File: config.mk
export PLATFORM = sky130hd
export DESIGN_NAME = mmio_uart_ctrl_flat
export DESIGN_NICKNAME = d
export VERILOG_FILES = /design/src/rtl/mmio_uart_ctrl_pkg.sv /design/src/rtl/mmio_uart_ctrl_if.sv /design/src/rtl/mmio_uart_ctrl_byte_fifo.sv /design/src/rtl/mmio_uart_ctrl.sv /design/src/flat_wrapper.sv
export SDC_FILE = /design/constraint.sdc
export NUM_CORES = 1
export LEC_CHECK = 0
export CAP_MARGIN = 15
export CORE_MARGIN = 2
export CORE_UTILIZATION = 54
export CTS_CLUSTER_DIAMETER = 40
export CTS_CLUSTER_SIZE = 8
export DETAILED_ROUTE_END_ITERATION = 16
export PLACE_DENSITY = 0.75
export SYNTH_ARGS = -nofsm -noshare
export SYNTH_HDL_FRONTEND = slang
export SYNTH_HIERARCHICAL = 1
export SYNTH_SLANG_ARGS = --single-unit
export TNS_END_PERCENT = 100
File: constraint.sdc
create_clock -name clk -period 5.79 [get_ports clk]
set_clock_uncertainty 0.1 [all_clocks]
set_input_delay 0.8685 -clock clk [delete_from_list [all_inputs] [get_ports clk]]
set_output_delay 0.8685 -clock clk [all_outputs]
set_load 0.1 [all_outputs]
File: src/rtl/mmio_uart_ctrl_pkg.sv
// Shared MMIO definitions: register offsets, status bit positions and the status word layout.
// Also used by the core-side decode logic.
package mmio_uart_ctrl_pkg;

  typedef enum logic [7:0] {
    MMIO_STATUS  = 8'h00,
    MMIO_RXDATA  = 8'h04,
    MMIO_TXDATA  = 8'h08,
    MMIO_CYCLE   = 8'h10,
    MMIO_INSTRET = 8'h14,
    MMIO_CNTCLR  = 8'h18
  } mmio_off_e;

  localparam int unsigned STAT_TX_SPACE = 0;
  localparam int unsigned STAT_RX_AVAIL = 1;
  localparam int unsigned STAT_OVF      = 2;

  function automatic logic [31:0] status_word(input logic ovf, input logic rx_avail,
                                              input logic tx_space);
    logic [31:0] w;
    w = '0;
    w[STAT_OVF]      = ovf;
    w[STAT_RX_AVAIL] = rx_avail;
    w[STAT_TX_SPACE] = tx_space;
    return w;
  endfunction

endpackage

File: src/rtl/mmio_uart_ctrl_if.sv
// Bus bundle between the core load/store path, the UART and the MMIO controller.
// The slave modport is the controller's view.
interface mmio_uart_ctrl_if;
  logic        mmio_en;
  logic        mmio_we;
  logic [7:0]  mmio_addr;
  logic [31:0] mmio_wdata;
  logic [31:0] mmio_rdata;
  logic        mmio_err;
  logic        instret;
  logic [7:0]  rx_data;
  logic        rx_valid;
  logic        rx_ready;
  logic [7:0]  tx_data;
  logic        tx_valid;
  logic        tx_ready;

  modport master (
    output mmio_en, mmio_we, mmio_addr, mmio_wdata, instret, rx_data, rx_valid, tx_ready,
    input  mmio_rdata, mmio_err, rx_ready, tx_data, tx_valid
  );

  modport slave (
    input  mmio_en, mmio_we, mmio_addr, mmio_wdata, instret, rx_data, rx_valid, tx_ready,
    output mmio_rdata, mmio_err, rx_ready, tx_data, tx_valid
  );
endinterface

File: src/rtl/mmio_uart_ctrl_byte_fifo.sv
// byte_fifo: power-of-two synchronous FIFO with async active-low reset.
// A push while full is dropped even if a pop happens in the same cycle.
module byte_fifo
  import mmio_uart_ctrl_pkg::*;
#(
  parameter int unsigned DEPTH = 8,
  parameter int unsigned WIDTH = 8
) (
  input  logic                     clk,
  input  logic                     rst,
  input  logic                     i_push,
  input  logic [WIDTH-1:0]         i_din,
  input  logic                     i_pop,
  output logic [WIDTH-1:0]         o_dout,
  output logic                     o_full,
  output logic                     o_empty,
  output logic [$clog2(DEPTH):0]   o_count
);
  localparam int unsigned AW = $clog2(DEPTH);

  logic [WIDTH-1:0] r_mem [DEPTH];
  logic [AW-1:0]    r_wptr;
  logic [AW-1:0]    r_rptr;
  logic [AW:0]      r_count;
  logic             w_push;
  logic             w_pop;

  assign o_full  = (r_count == (AW+1)'(DEPTH));
  assign o_empty = (r_count == '0);
  assign w_push  = i_push & ~o_full;
  assign w_pop   = i_pop & ~o_empty;
  assign o_dout  = r_mem[r_rptr];
  assign o_count = r_count;

  always_ff @(posedge clk or negedge rst) begin
    if (!rst) begin
      r_wptr  <= '0;
      r_rptr  <= '0;
      r_count <= '0;
    end else begin
      if (w_push) r_wptr <= r_wptr + AW'(1);
      if (w_pop)  r_rptr <= r_rptr + AW'(1);
      case ({w_push, w_pop})
        2'b10:   r_count <= r_count + (AW+1)'(1);
        2'b01:   r_count <= r_count - (AW+1)'(1);
        default: r_count <= r_count;
      endcase
    end
  end

  always_ff @(posedge clk) begin
    if (w_push) r_mem[r_wptr] <= i_din;
  end

endmodule

File: src/rtl/mmio_uart_ctrl.sv
// MMIO controller: register decode, UART rx/tx handshakes, TX FIFO, cycle/instret counters.
// Define MMIO_RX_FIFO_EN to replace the single-byte RX holding register with an RX FIFO.
module mmio_uart_ctrl
  import mmio_uart_ctrl_pkg::*;
#(
  parameter int unsigned TX_DEPTH  = 8,
  parameter int unsigned RX_DEPTH  = 8,
  parameter int unsigned CNT_WIDTH = 32
) (
  input  logic              clk,
  input  logic              rst,
  mmio_uart_ctrl_if.slave   bus
);
  localparam int unsigned TXCW = $clog2(TX_DEPTH) + 1;

  if (TX_DEPTH < 2 || (TX_DEPTH & (TX_DEPTH - 1)) != 0 ||
      RX_DEPTH < 2 || (RX_DEPTH & (RX_DEPTH - 1)) != 0 ||
      CNT_WIDTH == 0 || CNT_WIDTH > 32) begin : g_bad_cfg
    $error("mmio_uart_ctrl: unsupported parameter set");
  end

  logic [31:0]          r_rdata;
  logic                 r_err;
  logic                 r_ovf;
  logic [CNT_WIDTH-1:0] r_cycle;
  logic [CNT_WIDTH-1:0] r_instret;

  logic            w_load;
  logic            w_store;
  logic            w_bad;
  logic [31:0]     w_rd_val;
  logic            w_tx_push;
  logic            w_tx_pop;
  logic            w_tx_full;
  logic            w_tx_empty;
  logic [7:0]      w_tx_head;
  logic [TXCW-1:0] w_tx_count;
  logic            w_tx_space;
  logic            w_rx_pop;
  logic            w_rx_empty;
  logic [7:0]      w_rx_head;
  logic            w_ovf_clr;
  logic            w_cnt_clr;
  logic            w_unused;

  assign w_load     = bus.mmio_en & ~bus.mmio_we;
  assign w_store    = bus.mmio_en & bus.mmio_we;
  assign w_tx_space = (w_tx_count != TXCW'(TX_DEPTH));
  assign w_unused   = &{1'b0, bus.mmio_wdata[31:8]};

  always_comb begin
    w_bad     = 1'b0;
    w_rd_val  = '0;
    w_tx_push = 1'b0;
    w_rx_pop  = 1'b0;
    w_ovf_clr = 1'b0;
    w_cnt_clr = 1'b0;
    if (w_load) begin
      case (bus.mmio_addr)
        MMIO_STATUS:  w_rd_val = status_word(r_ovf, ~w_rx_empty, w_tx_space);
        MMIO_RXDATA: begin
          w_rx_pop = ~w_rx_empty;
          w_rd_val = w_rx_empty ? 32'h0 : {24'h0, w_rx_head};
        end
        MMIO_CYCLE:   w_rd_val = 32'(r_cycle);
        MMIO_INSTRET: w_rd_val = 32'(r_instret);
        default:      w_bad = 1'b1;
      endcase
    end else if (w_store) begin
      case (bus.mmio_addr)
        MMIO_STATUS: w_ovf_clr = bus.mmio_wdata[STAT_OVF];
        MMIO_TXDATA: w_tx_push = 1'b1;
        MMIO_CNTCLR: w_cnt_clr = 1'b1;
        default:     w_bad = 1'b1;
      endcase
    end
  end

  // rdata holds across good stores and idle cycles; a bad access of either kind forces it to 0.
  always_ff @(posedge clk or negedge rst) begin
    if (!rst) begin
      r_rdata <= '0;
      r_err   <= 1'b0;
      r_ovf   <= 1'b0;
    end else begin
      if (w_load || w_bad) r_rdata <= w_rd_val;
      r_err <= w_bad;
      if (w_tx_push && w_tx_full) r_ovf <= 1'b1;
      else if (w_ovf_clr)         r_ovf <= 1'b0;
    end
  end

  always_ff @(posedge clk or negedge rst) begin
    if (!rst) begin
      r_cycle   <= '0;
      r_instret <= '0;
    end else if (w_cnt_clr) begin
      r_cycle   <= '0;
      r_instret <= '0;
    end else begin
      r_cycle <= r_cycle + CNT_WIDTH'(1);
      if (bus.instret) r_instret <= r_instret + CNT_WIDTH'(1);
    end
  end

  assign w_tx_pop     = ~w_tx_empty & bus.tx_ready;
  assign bus.tx_valid = ~w_tx_empty;
  assign bus.tx_data  = w_tx_head;

  byte_fifo #(
    .DEPTH (TX_DEPTH),
    .WIDTH (8)
  ) u_tx_fifo (
    .clk     (clk),
    .rst     (rst),
    .i_push  (w_tx_push),
    .i_din   (bus.mmio_wdata[7:0]),
    .i_pop   (w_tx_pop),
    .o_dout  (w_tx_head),
    .o_full  (w_tx_full),
    .o_empty (w_tx_empty),
    .o_count (w_tx_count)
  );

`ifdef MMIO_RX_FIFO_EN
  logic                      w_rx_full;
  logic [$clog2(RX_DEPTH):0] w_rx_count;
  logic                      w_unused_rx;

  assign bus.rx_ready = ~w_rx_full;
  assign w_unused_rx  = &{1'b0, w_rx_count};

  byte_fifo #(
    .DEPTH (RX_DEPTH),
    .WIDTH (8)
  ) u_rx_fifo (
    .clk     (clk),
    .rst     (rst),
    .i_push  (bus.rx_valid & ~w_rx_full),
    .i_din   (bus.rx_data),
    .i_pop   (w_rx_pop),
    .o_dout  (w_rx_head),
    .o_full  (w_rx_full),
    .o_empty (w_rx_empty),
    .o_count (w_rx_count)
  );
`else
  logic       r_rx_held;
  logic [7:0] r_rx_byte;

  assign bus.rx_ready = ~r_rx_held;
  assign w_rx_empty   = ~r_rx_held;
  assign w_rx_head    = r_rx_byte;

  // A byte offered while held is not acknowledged, so it waits in the receiver.
  always_ff @(posedge clk or negedge rst) begin
    if (!rst) begin
      r_rx_held <= 1'b0;
      r_rx_byte <= '0;
    end else if (bus.rx_valid && !r_rx_held) begin
      r_rx_held <= 1'b1;
      r_rx_byte <= bus.rx_data;
    end else if (w_rx_pop) begin
      r_rx_held <= 1'b0;
    end
  end
`endif

  assign bus.mmio_rdata = r_rdata;
  assign bus.mmio_err   = r_err;

endmodule

File: src/flat_wrapper.sv
// flat-port wrapper written by rule: the top's interface ports become plain ports
module mmio_uart_ctrl_flat import mmio_uart_ctrl_pkg::*;
#(
  parameter int unsigned TX_DEPTH  = 8,
  parameter int unsigned RX_DEPTH  = 8,
  parameter int unsigned CNT_WIDTH = 32
)
  (clk, rst, bus_mmio_en, bus_mmio_we, bus_mmio_addr, bus_mmio_wdata, bus_instret, bus_rx_data, bus_rx_valid, bus_tx_ready, bus_mmio_rdata, bus_mmio_err, bus_rx_ready, bus_tx_data, bus_tx_valid);
  mmio_uart_ctrl_if bus_i ();
  input  logic clk;
  input  logic rst;
  input wire logic [$bits(bus_i.mmio_en)-1:0] bus_mmio_en;
  input wire logic [$bits(bus_i.mmio_we)-1:0] bus_mmio_we;
  input wire logic [$bits(bus_i.mmio_addr)-1:0] bus_mmio_addr;
  input wire logic [$bits(bus_i.mmio_wdata)-1:0] bus_mmio_wdata;
  input wire logic [$bits(bus_i.instret)-1:0] bus_instret;
  input wire logic [$bits(bus_i.rx_data)-1:0] bus_rx_data;
  input wire logic [$bits(bus_i.rx_valid)-1:0] bus_rx_valid;
  input wire logic [$bits(bus_i.tx_ready)-1:0] bus_tx_ready;
  output wire logic [$bits(bus_i.mmio_rdata)-1:0] bus_mmio_rdata;
  output wire logic [$bits(bus_i.mmio_err)-1:0] bus_mmio_err;
  output wire logic [$bits(bus_i.rx_ready)-1:0] bus_rx_ready;
  output wire logic [$bits(bus_i.tx_data)-1:0] bus_tx_data;
  output wire logic [$bits(bus_i.tx_valid)-1:0] bus_tx_valid;
  assign bus_i.mmio_en = bus_mmio_en;
  assign bus_i.mmio_we = bus_mmio_we;
  assign bus_i.mmio_addr = bus_mmio_addr;
  assign bus_i.mmio_wdata = bus_mmio_wdata;
  assign bus_i.instret = bus_instret;
  assign bus_i.rx_data = bus_rx_data;
  assign bus_i.rx_valid = bus_rx_valid;
  assign bus_i.tx_ready = bus_tx_ready;
  assign bus_mmio_rdata = bus_i.mmio_rdata;
  assign bus_mmio_err = bus_i.mmio_err;
  assign bus_rx_ready = bus_i.rx_ready;
  assign bus_tx_data = bus_i.tx_data;
  assign bus_tx_valid = bus_i.tx_valid;
  mmio_uart_ctrl #(.TX_DEPTH(TX_DEPTH), .RX_DEPTH(RX_DEPTH), .CNT_WIDTH(CNT_WIDTH)) u_core (.clk(clk), .rst(rst), .bus(bus_i));
endmodule
* Word-level counts from Yosys, hierarchy flattened *
Memory sizes are Yosys's and may differ from the RTL's.
Cells that the tools add are included.

cells by class
  reductions and logical operators = 12
  order comparisons = 0
  bitwise operators = 9
  multiply operators = 0
  divide/modulo/power cells = 0
  $add $sub $neg = 6
  shifts and indexed selects = 0
  muxes and demuxes = 28
  equal/unequal tests = 9

operator list
  kind                                                                   count
  32-bit 2-to-1 mux                                                      4
  32-bit case mux with 4 select lines                                    1
  32-bit by 1-bit adder with 32-bit output, second input constant        2
  8-bit by 5-bit equality test with 1-bit output, second input constant  3
  1-bit 2-to-1 mux                                                       21
  8-bit by 3-bit equality test with 1-bit output, second input constant  1
  8-bit by 4-bit equality test with 1-bit output, second input constant  1
  8-bit zero test                                                        1
  8-bit 2-to-1 mux                                                       1
  4-bit case mux with 2 select lines                                     1
  2-bit nonzero test                                                     4
  3-bit by 1-bit adder with 3-bit output, second input constant          2
  1-bit AND                                                              5
  4-bit by 1-bit adder with 4-bit output, second input constant          1
  4-bit equality test, second input constant                             1
  4-bit zero test                                                        1
  4-bit != test, second input constant                                   1
  1-bit inverter                                                         4
  4-bit OR reduction                                                     1
  4-bit by 1-bit subtractor with 4-bit output, second input constant     1
  3-bit OR reduction                                                     1
  2-bit by 1-bit equality test with 1-bit output, second input constant  1
  2-bit equality test, second input constant                             1
  1-bit logical AND                                                      2
  other kinds (2)                                                        2

word-level totals
  output and inout port bits = 43
  latch bits = 0
  bits in registers = 117
  logic and storage cells = 75
  bits of input ports = 55
  memories kept = 1
  bits in writable memories = 64
  memory bits (read-only) = 0

memories
  name                    depth  bits a word  rd ports  clocked after memory_dff  wr ports  RTL line                        source
  u_core.u_tx_fifo.r_mem  8      8            1         0                         1         mmio_uart_ctrl_byte_fifo.sv:21  logic [WIDTH-1:0] r_mem [DEPTH];

* Logic depth before layout (Yosys ltp) *
Gate-level depths: netlist (run 1).

  depth after elaboration = 7
  gate-level depth with buffers = 10
  mapped depth without buffers = 9

* By module *
The synthesis (run 1) kept the hierarchy.

modules (own cells, without submodules)
  module          area each (µm²)  cells each  times used  seq. area each (µm²)
  mmio_uart_ctrl  5,356.4          545         1           2,677.6
  byte_fifo       3,124.2          160         1           2,172.1

* Least setup slack after synthesis (run 1) *
No wires, ideal clock.

  path type = input to register
  start point = input bus_mmio_addr[5]
  end point = register u_core.u_tx_fifo.r_count[3], in the netlist u_core/u_tx_fifo/o_count[3]
  data required time = 5,556 ps
  stages = 9
  arrival time = 3,398 ps
  slack = 2,158 ps
  cell sequence = or3_1 -> clkbuf_1 -> nor3_1 -> nand2_1 -> ha_1 -> ha_1 -> or4b_2 -> o311ai_0 -> o211ai_1

on the way
  cells in the longest elaborated chain, start to end = 7
  elaborated cells on any way between the ends = 9
  those cells by class = eq/ne: 3; mux: 4; bitwise: 1; reduce/logical: 1

RTL lines
  element                                                                                RTL line                        source
  start, declared                                                                        flat_wrapper.sv:14              input wire logic [$bits(bus_i.mmio_addr)-1:0] bus_mmio_addr;
  8-bit by 4-bit equality test with 1-bit output *                                       mmio_uart_ctrl.sv:70            case (bus.mmio_addr)
  1-bit 2-to-1 mux *                                                                     mmio_uart_ctrl.sv:70
  1-bit 2-to-1 mux *                                                                     mmio_uart_ctrl.sv:69            end else if (w_store) begin
  1-bit 2-to-1 mux *                                                                     mmio_uart_ctrl.sv:58            if (w_load) begin
  via u_core.w_tx_push                                                                   mmio_uart_ctrl.sv:32            logic w_tx_push;
  1-bit AND *                                                                            mmio_uart_ctrl_byte_fifo.sv:30  assign w_push = i_push & ~o_full;
  2-bit by 1-bit equality test with 1-bit output or 2-bit equality test (tied branches)  mmio_uart_ctrl_byte_fifo.sv:43  case ({w_push, w_pop})
  4-bit case mux with 2 select lines or 2-bit nonzero test (tied branches)               n/a
  end signal, assigned                                                                   mmio_uart_ctrl_byte_fifo.sv:44  2'b10: r_count <= r_count + (AW+1)'(1);
  end signal, assigned                                                                   mmio_uart_ctrl_byte_fifo.sv:45  2'b01: r_count <= r_count - (AW+1)'(1);
  end signal, assigned                                                                   mmio_uart_ctrl_byte_fifo.sv:46  default: r_count <= r_count;
  end, declared                                                                          mmio_uart_ctrl_byte_fifo.sv:24  logic [AW:0] r_count;

The timed path passes the listed nets; every way through them passes the cells marked *.
A chain may end at the register's enable or synchronous reset.

* Final worst setup path (run 1) *
  start point = register u_core.u_tx_fifo.r_rptr[0]
  end point = output bus_tx_data[0]

on the way
  cells in the longest elaborated chain, start to end = 1

RTL lines
  element                 RTL line                        source
  start, declared         mmio_uart_ctrl_byte_fifo.sv:23  logic [AW-1:0] r_rptr;
  start signal, assigned  mmio_uart_ctrl_byte_fifo.sv:42  if (w_pop) r_rptr <= r_rptr + AW'(1);
  memory read 8 x 8 bit   n/a
  end, declared           flat_wrapper.sv:23              output wire logic [$bits(bus_i.tx_data)-1:0] bus_tx_data;

No other way between the ends.

==> results of run 1 <==
[layer usage]
| metal | wire length, um | vias up | track usage [%] |
|---|---|---|---|
| met2 | 9710 | 176 | 40.5 |
| met5 | 0 | - | 0 |
| met4 | 195 | 0 | 8.89 |
| met3 | 854 | 22 | 4.21 |
| li1 | - | 2790 | - |
| met1 | 8100 | 3065 | 30.8 |
[metrics by stage]
| stage | util [%] | cell area, um2 |
|---|---|---|
| after global routing | 65.4 | 9970 |
| after floorplan | - | 8480 |
| after detailed placement | 61.3 | 9350 |
| after CTS | 65.4 | 9970 |
| final | 65.4 | 9970 |
| after global placement | 61.3 | 9350 |
[Yosys cell counts (3+ instances only)]
cell type,instances,share of area [%]
o31ai_1,18,1.6
dfrtp_1,117,35
or4_1,22,1.9
o21ai_0,44,2.6
edfxtp_1,64,23
nor3b_1,3,0.27
nand2_1,61,2.7
a21oi_1,32,1.9
xnor2_1,11,1.1
nand3_1,25,1.5
mux2_2,16,2.1
nor3_1,13,0.77
ha_1,7,1.0
nand2b_1,11,0.81
nor2b_1,4,0.30
mux2i_1,40,4.7
nand4_1,23,1.7
buf_2,6,0.35
mux4_1,16,5.0
nor4_1,9,0.66
clkbuf_1,29,1.3
xor2_1,18,1.9
and2_1,3,0.22
and4_1,14,1.4
inv_1,16,0.71
a22oi_1,5,0.44
or3_1,12,0.89
and3_1,5,0.37
nor2_1,37,1.6
[critical path, stage by stage (launching register included)]
cell and delay (ns):
dfrtp_1 0.96, mux4_1 0.66, mux2_2 0.30, clkdlybuf4s50_1 0.97
[registers in the layout, summed over array words and instances (netlist names)]
register and cells:
u_core/u_tx_fifo/r_mem 64, u_core/bus.mmio_rdata 32, u_core/r_cycle 32, u_core/r_instret 32, u_core/r_rx_byte 8, u_core/u_tx_fifo/o_count 4, u_core/u_tx_fifo/r_rptr 3, u_core/u_tx_fifo/r_wptr 3
u_core/bus.mmio_err 1, u_core/r_ovf 1, u_core/r_rx_held 1
[logic make-up after synthesis]
kind of cell / after synthesis / share of synthesized area (%)
muxes: 72 / 11.8
adders and majority gates: 8 / 1.27
xor gates and xnor gates: 29 / 2.99
DFF: 181 / 57.2
buffers and inverters: 54 / 2.76
AOI/OAI and AO/OA: 112 / 7.91
and+or+nand+nor: 249 / 16.1
[area by class of cell]
cell class | instances | area (um2) | area share, %
Clock inverter | 15 | 194 | 1.94
Timing Repair Buffer | 79 | 768 | 7.70
Multi-Input combinational cell | 470 | 3410 | 34.2
Tap cell | 211 | 264 | 2.65
Sequential cell | 181 | 4850 | 48.6
Clock buffer | 17 | 425 | 4.27
Inverter | 16 | 60.1 | 0.602
[power by group through the flow]
stage	Combinational, mW	Sequential, mW	Clock, mW
2_1_floorplan	0.797	1.53	0
3_3_place_gp	0.886	1.62	0
3_5_place_dp	0.916	1.63	0
4_1_cts	0.924	1.60	1.20
5_1_grt	0.979	1.62	1.24
6_report	0.918	1.60	1.17
[worst min-delay path by stage]
stage / start / endpoint / slack (ns) / cells after the start
after floorplan: u_core/r_ovf / u_core/r_ovf / 0.37 / 1
after global placement: u_core/bus.mmio_rdata[19] / u_core/bus.mmio_rdata[19] / 0.37 / 2
after detailed placement: u_core/bus.mmio_rdata[15] / u_core/bus.mmio_rdata[15] / 0.37 / 2
after CTS: u_core/bus.mmio_rdata[22] / u_core/bus.mmio_rdata[22] / 0.39 / 2
after global routing: u_core/bus.mmio_rdata[28] / u_core/bus.mmio_rdata[28] / 0.41 / 2
final: u_core/bus.mmio_rdata[22] / u_core/bus.mmio_rdata[22] / 0.38 / 2
==> impl_metrics.yaml, run 1 <==
cts:
  postCtsHoldBufs: 0
  cts_made_buffers: 17
  cts-htree-levels: 4
  clk_latency_ns: 0.44
  clk_pin_slew_ns: 0.08
  cts.sinks: 181
  post_cts_buffers: 0
  cts_root_buf: "clkbuf_16"
  cts_resized: 0
  clockBufferDepth: 2
  cts_tree: "yes"
grt:
  grt_pass1_wl_um: 30900
  grt-ovfl-total: 0
  grt_pass1_vias: 6114
  grt_max_degree: 72
  grtUsageTotal_pct: 23.8
  antenna_found_initial: 0
timing:
  worstMarginPinSlew_ns: 1.13
  setup_ws_ns: 1.50
  slew_violations: 0
  fin_crit_ns: 4.29
  finalSetupViolCount: 0
  grt_setup_unrepaired: "false"
  fin_crit_sh_pct: 74.1
  hold_viol: 0
  max_slew_margin_pct: 24.1
  fmax_mhz: 233
  hold_ws_ns: 0.382
  finalSetupTns_ns: 0
drt:
  post_drt_wl_per_cell_um: 19.1
  drt_wl_total_um: 18900
  drc: 0
  vias_per_cell: 6.12
  first_pass_iters: 7
  vias: 6053
  drt_iter0_drc: 609
  postRouteAntennaNets: 0
worst_setup_path:
  reg2reg_from: "u_core/u_tx_fifo/o_count[0]"
  path_max_fanout: 18
  reg2reg_slack_ns: 2.60
  startpoint: "u_core/u_tx_fifo/r_rptr[0]"
  crit_path_end: "bus_tx_data[0]"
  timing_worst_setup_path_type: "flip-flop to output pin"
  worst-endpoint-arrival_ns: 3.32
  crit_required_ns: 4.82
  worstRegToRegCells: 7
  crit_path_end_kind: "output pin"
  r2r-end: "u_core/u_tx_fifo/o_count[3]"
  worst_setup_path_start_kind: "flip-flop"
power:
  max-vdd-ir-drop_uv: 303
  seq_power_share_pct: 43.4
  pwr-share-comb_pct: 24.8
  clock_power_share_pct: 31.7
  powerDensity_nw_per_um2: 371
  switchingPower_mw: 1.33
  p_total_mw: 3.70
  p_sw_share_pct: 36.1
  intPower_mw: 2.36
  power.leakage_nw: 3.85
floorplanning:
  io_pins: 98
  die_area_um2: 16700
  initial_core_util_pct: 55.6
  rows: 45
  die_w_um: 129
  die_y_um: 129
  core_um2: 15300
synth:
  synth_fp_nets: 768
  synth_flop_cell: "dfrtp_1"
  yosys_warnings: 6
  seq_area_frac_synth_pct: 57.2
  syn_area_um2: 8480
  async_reset_ff_share_pct: 64.6
  syn_area_per_cell_um2: 12.0
  ys_types: 50
  synth-edff-count: 64
  syn_inst: 705
  synth_seq_cells: 181
layout:
  drive_gt1_share_pct: 8.10
  syn_to_final_growth_pct: 17.6
  final_nets: 828
  final_cell_count_no_fill: 989
  final_cell_mix: "117 x dfrtp_1, 71 x clkdlybuf4s50_1, 64 x edfxtp_1"
  layout_commonest_cell: "dfrtp_1"
  num_antenna_cells: 0
  filler_cell_count: 1113
place:
  gp_congestion: 0.841
  port_buffers: 73
  placed_cells: 957
  hpwl_um: 11900
  preCtsSetupSlack_ns: 1.39
outcome:
  status: "completed"
job:
  cap_violations: 0
hold_path:
  hp-class: "flip-flop to flip-flop"
Note: power is estimated with default switching activity, not from simulation.
==> inputs of run 2 (changes only) <==
- CORE_UTILIZATION: 54 -> 51
- clock period: 5.79 -> 3.6 ns (I/O delays scaled with it)
==> run 2 against run 1 <==
Clock power rose by 52%; via count is 0.50% higher; highest routed layer unchanged; largest power group unchanged; final cell count grew 2.6%; first-iteration DRC count decreased by 29%; die area up 5.7%; worst setup slack lost 1.1 ns; routed wire length grew 0.62%; global-route usage fell by 1.1 points; total power is 58% higher.
==> impl_metrics.yaml, run 2 (synthesized netlist as in run 1, its figures left out) <==
power:
  power.leakage_nw: 3.92
  powerDensity_nw_per_um2: 582
  p_total_mw: 5.84
  max-vdd-ir-drop_uv: 464
layout:
  syn_to_final_growth_pct: 18.3
  multiInputGateArea_um2: 3410
  final_cell_mix: "117 x dfrtp_1, 64 x edfxtp_1, 63 x clkdlybuf4s50_1"
  filler_cell_count: 1258
  layout_commonest_cell: "dfrtp_1"
  regArea_um2: 4850
  final_cell_count_no_fill: 1015
  largest-register: "u_core/u_tx_fifo/r_mem"
  num_antenna_cells: 0
  final_nets: 845
  utilization_pct: 61.2
  largest_reg_flops: 64
  drive_gt1_share_pct: 10.9
worst_setup_path:
  cp_slowest_stage_delay_ns: 0.90
  crit_required_ns: 2.96
  reg2reg_slack_ns: 0.50
  critical_path_buf_inv_count: 1
  worstRegToRegCells: 7
  path_depth: 3
  r2r-end: "u_core/u_tx_fifo/o_count[3]"
  slowest_stage: "dfrtp_1"
  path_cells: "mux4_1 -> mux2_2 -> buf_4"
  timing_worst_setup_path_type: "flip-flop to output pin"
  worst-endpoint-arrival_ns: 2.53
  reg2reg_from: "u_core/u_tx_fifo/o_count[0]"
  crit_family: "multiplexers"
  crit_path_end_kind: "output pin"
  worst_setup_path_start_kind: "flip-flop"
  path_max_fanout: 17
  startpoint: "u_core/u_tx_fifo/r_rptr[0]"
  crit_path_end: "bus_tx_data[2]"
drt:
  postRouteAntennaNets: 0
  drt_iter0_drc: 432
  vias: 6083
  post_drt_wl_per_cell_um: 18.7
  first_pass_iters: 5
  drc: 0
  drt_wl_total_um: 19000
  vias_per_cell: 5.99
place:
  placed_cells: 983
  preCtsSetupSlack_ns: 0.0987
  gp_congestion: 0.850
  port_buffers: 73
  hpwl_um: 12700
cts:
  cts_tree: "yes"
  post_cts_buffers: 0
  cts_root_buf: "clkbuf_16"
  cts-htree-levels: 4
  clk_pin_slew_ns: 0.07
  clockBufferDepth: 2
  cts_made_buffers: 17
  postCtsHoldBufs: 0
  cts.sinks: 181
  cts_resized: 0
  clk_latency_ns: 0.43
grt:
  grt_pass1_wl_um: 31700
  grt_max_degree: 74
  grtUsageTotal_pct: 22.7
  antenna_found_initial: 0
  grt_pass1_vias: 6169
  grt-ovfl-total: 0
timing:
  hold_viol: 0
  fmax_mhz: 315
  finalSetupTns_ns: 0
  finalSetupViolCount: 0
  max_slew_margin_pct: 31.3
  setup_ws_ns: 0.428
  fin_crit_sh_pct: 88.1
  worstMarginPinSlew_ns: 1.03
  grt_setup_unrepaired: "false"
  fin_crit_ns: 3.17
  slew_violations: 0
outcome:
  status: "completed"
floorplanning:
  die_y_um: 133
  rows: 47
  die_w_um: 133
  core_um2: 16400
  io_pins: 98
  die_area_um2: 17700
  initial_core_util_pct: 51.7
job:
  cap_violations: 0
hold_path:
  hp-class: "input pin to async pin"
-- run 2: power breakdown --
group	switching (mW)	internal (mW)	leakage, nW	total [mW]
logic	0.924	0.561	1.52	1.49
clock network	0.861	0.917	0.271	1.78
registers	0.296	2.28	2.13	2.57
-- run 2: final cells by class --
class                           count  share of cell area, %
Inverter                           16                  0.598
Tap cell                          220                   2.74
Clock buffer                       18                   4.28
Sequential cell                   181                   48.3
Clock inverter                     14                   1.35
Multi-Input combinational cell    470                   34.0
Timing Repair Buffer               96                   8.73
-- run 2: worst min-delay path by stage --
stage | end | slack, ns | cells after the start
2_1_floorplan | u_core/bus.mmio_err | 0.14 | 0
3_3_place_gp | u_core/bus.mmio_rdata[17] | 0.37 | 2
3_5_place_dp | u_core/bus.mmio_rdata[19] | 0.38 | 2
4_1_cts | u_core/bus.mmio_rdata[10] | 0.16 | 1
5_1_grt | u_core/bus.mmio_rdata[10] | 0.21 | 1
6_report | u_core/bus.mmio_rdata[10] | 0.11 | 1
-- run 2: through the flow --
step	hold WS, ns	cell area (um2)
6_report	0.115	10000
5_1_grt	0.214	10000
4_1_cts	0.159	10000
3_5_place_dp	0.375	9470
3_3_place_gp	0.369	9470
2_1_floorplan	0.144	8480
-- run 2: worst register-to-register path, stage by stage, from the launching register on --
cell,delay [ns]
dfrtp_1,0.48
o41ai_1,0.70
inv_1,0.19
ha_1,0.25
ha_1,0.35
or4b_2,0.66
o311ai_0,0.12
o211ai_1,0.13
-- run 2: metal layers --
metal	vias to the layer above	GRT usage [%]	wire, um	part of all wire (%)
li1	2809	-	-	-
met1	3144	29.8	8450	45
met2	111	39.0	9750	51
met3	19	4.14	583	3.1
met4	0	5.97	195	1.0
met5	-	0	0	0
==> inputs of run 3 (changes only) <==
- CORE_UTILIZATION: 51 -> 40
- PLACE_DENSITY: 0.75 -> 0.61
==> run 3 against run 2 <==
Critical path depth rose by 4; worst hold slack improved by 0.27 ns; sequential share of layout area fell by 0.77 points; global-route usage fell by 4.5 points; critical endpoint is now u_core/u_tx_fifo/o_count[3]; largest power group unchanged.
==> impl_metrics.yaml, run 3 (synthesized netlist as in run 1, its figures left out) <==
floorplanning:
  die_area_um2: 22400
  core_um2: 20900
  die_y_um: 150
  initial_core_util_pct: 40.6
  die_w_um: 150
  rows: 53
  io_pins: 98
layout:
  filler_cell_count: 1837
  largest-register: "u_core/u_tx_fifo/r_mem"
  final_cell_count_no_fill: 1074
  num_antenna_cells: 0
  final_cell_mix: "117 x dfrtp_1, 64 x edfxtp_1, 62 x clkdlybuf4s50_1"
  multiInputGateArea_um2: 3410
  drive_gt1_share_pct: 11.5
  final_area_um2: 10200
  final_nets: 849
  layout_commonest_cell: "dfrtp_1"
  syn_to_final_growth_pct: 20.3
  regArea_um2: 4850
  largest_reg_flops: 64
place:
  placed_cells: 1040
  gp_congestion: 0.820
  postPlaceCellArea_um2: 9550
  hpwl_um: 13000
  port_buffers: 73
worst_setup_path:
  crit_path_end_kind: "flip-flop"
  timing_worst_setup_path_type: "flip-flop to flip-flop"
  path_cells: "o41ai_1 -> inv_1 -> ha_1 -> ha_1 -> or4b_2 -> o311ai_0 -> o211ai_1"
  cp_slowest_stage_delay_ns: 0.75
  worst-endpoint-arrival_ns: 3.30
  worst_setup_path_start_kind: "flip-flop"
  slowest_stage: "o41ai_1"
  path_max_fanout: 8
  path_common_cell: "ha_1"
  critical_path_buf_inv_count: 1
  crit_required_ns: 3.81
  crit_family: "compound AO/OA/AOI/OAI gates"
power:
  max-vdd-ir-drop_uv: 381
  p_total_mw: 5.95
  intPower_mw: 3.85
  clock_power_share_pct: 31.6
  seq_power_share_pct: 43.0
  pwr-share-comb_pct: 25.5
  powerDensity_nw_per_um2: 583
  switchingPower_mw: 2.10
  power.leakage_nw: 3.97
  p_sw_share_pct: 35.3
cts:
  cts_tree: "yes"
  post_cts_buffers: 0
  cts_made_buffers: 17
  clk_latency_ns: 0.43
  clk_pin_slew_ns: 0.07
  cts_root_buf: "clkbuf_16"
  cts-htree-levels: 4
  clockBufferDepth: 2
  cts.sinks: 181
timing:
  worstMarginPinSlew_ns: 0.987
  fin_crit_ns: 3.09
  fmax_mhz: 323
  hold_viol: 0
  finalSetupTns_ns: 0
  grt_setup_unrepaired: "false"
  slew_violations: 0
  hold_ws_ns: 0.387
  max_slew_margin_pct: 34.0
  finalSetupViolCount: 0
  fin_crit_sh_pct: 86.0
grt:
  grt-ovfl-total: 0
  grtUsageTotal_pct: 18.2
  grt_pass1_wl_um: 31700
  antenna_found_initial: 0
  grt_pass1_vias: 6102
  grt_max_degree: 86
drt:
  drc: 0
  drt_iter0_drc: 366
  first_pass_iters: 5
  drt_wl_total_um: 19400
  postRouteAntennaNets: 0
  post_drt_wl_per_cell_um: 18.0
  vias: 5975
  vias_per_cell: 5.56
hold_path:
  hp-class: "flip-flop to flip-flop"
job:
  cap_violations: 0
outcome:
  status: "completed"
==> run 3: cell count changes in the layout (fill, tap and decap cells not counted) <==
cell / change
bufinv_16: +1
clkinv_4: -2
clkinvlp_4: -1
clkbuf_1: -1
clkinv_8: +2
buf_16: +1
dlygate4sd3_1: +1
inv_6: -2
clkdlybuf4s50_1: -1
inv_8: +2
clkinv_2: +1
buf_4: +3
==> run 3: power by group through the flow <==
stage / Sequential [mW] / Clock [mW] / Combinational (mW)
2_1_floorplan: 2.47 / 0 / 1.28
3_3_place_gp: 2.59 / 0 / 1.47
3_5_place_dp: 2.60 / 0 / 1.51
4_1_cts: 2.56 / 1.92 / 1.52
5_1_grt: 2.60 / 2.01 / 1.62
6_report: 2.56 / 1.88 / 1.51
==> run 3: tightest hold or removal path: cells and delay by family, from the launching register on <==
| kind | cells | cell delay (ns) |
|---|---|---|
| AO/OA/AOI/OAI | 1 | 0.06 |
| flip-flops | 1 | 0.34 |
| AND/OR/NAND/NOR | 1 | 0.05 |
==> run 3: routing by layer <==
metal	GRT usage [%]	vias to the layer above	wire length (um)
li1	-	2823	-
met1	23.4	3025	8620
met2	31.4	106	9880
met3	3.26	21	593
met4	5.24	0	274
met5	0	-	0
==> run 3: cell type report <==
class                   instances  share of cell area, %
clock buffers                  17                   4.17
clock inverters                15                   1.79
inverters                      16                  0.589
multi-input cells             470                   33.4
flip-flops and latches        181                   47.6
well taps                     275                   3.37
repair buffers                100                   9.08
==> run 3: path summary, 6_finish.rpt <==
kind / start / end / slack (ns) / cells past startpoint
worst min register to register: u_core/bus.mmio_rdata[30] / u_core/bus.mmio_rdata[30] / 0.39 / 2
max in group asynchronous: rst / u_core/bus.mmio_rdata[2] / 2.05 / 4
min in group asynchronous: rst / u_core/r_instret[13] / 0.42 / 2
worst min-delay path: u_core/bus.mmio_rdata[30] / u_core/bus.mmio_rdata[30] / 0.39 / 2
worst max register to register: u_core/u_tx_fifo/o_count[0] / u_core/u_tx_fifo/o_count[3] / 0.51 / 7
worst max-delay path: u_core/u_tx_fifo/o_count[0] / u_core/u_tx_fifo/o_count[3] / 0.51 / 7
==> run 3: what timing repair did <==
| item | 4_1_cts | 5_1_grt |
|---|---|---|
| hold buffers | 0 | 1 |
| resized for setup | 0 | 0 |
| hold endpoints to repair | 0 | 17 |
==> run 3: through the flow <==
stage	setup slack, ns	utilization (%)
after floorplan	0.296	-
after global routing	0.349	48.8
after global placement	0.241	45.7
after detailed placement	0.187	45.7
after CTS	0.475	48.6
final	0.505	48.8
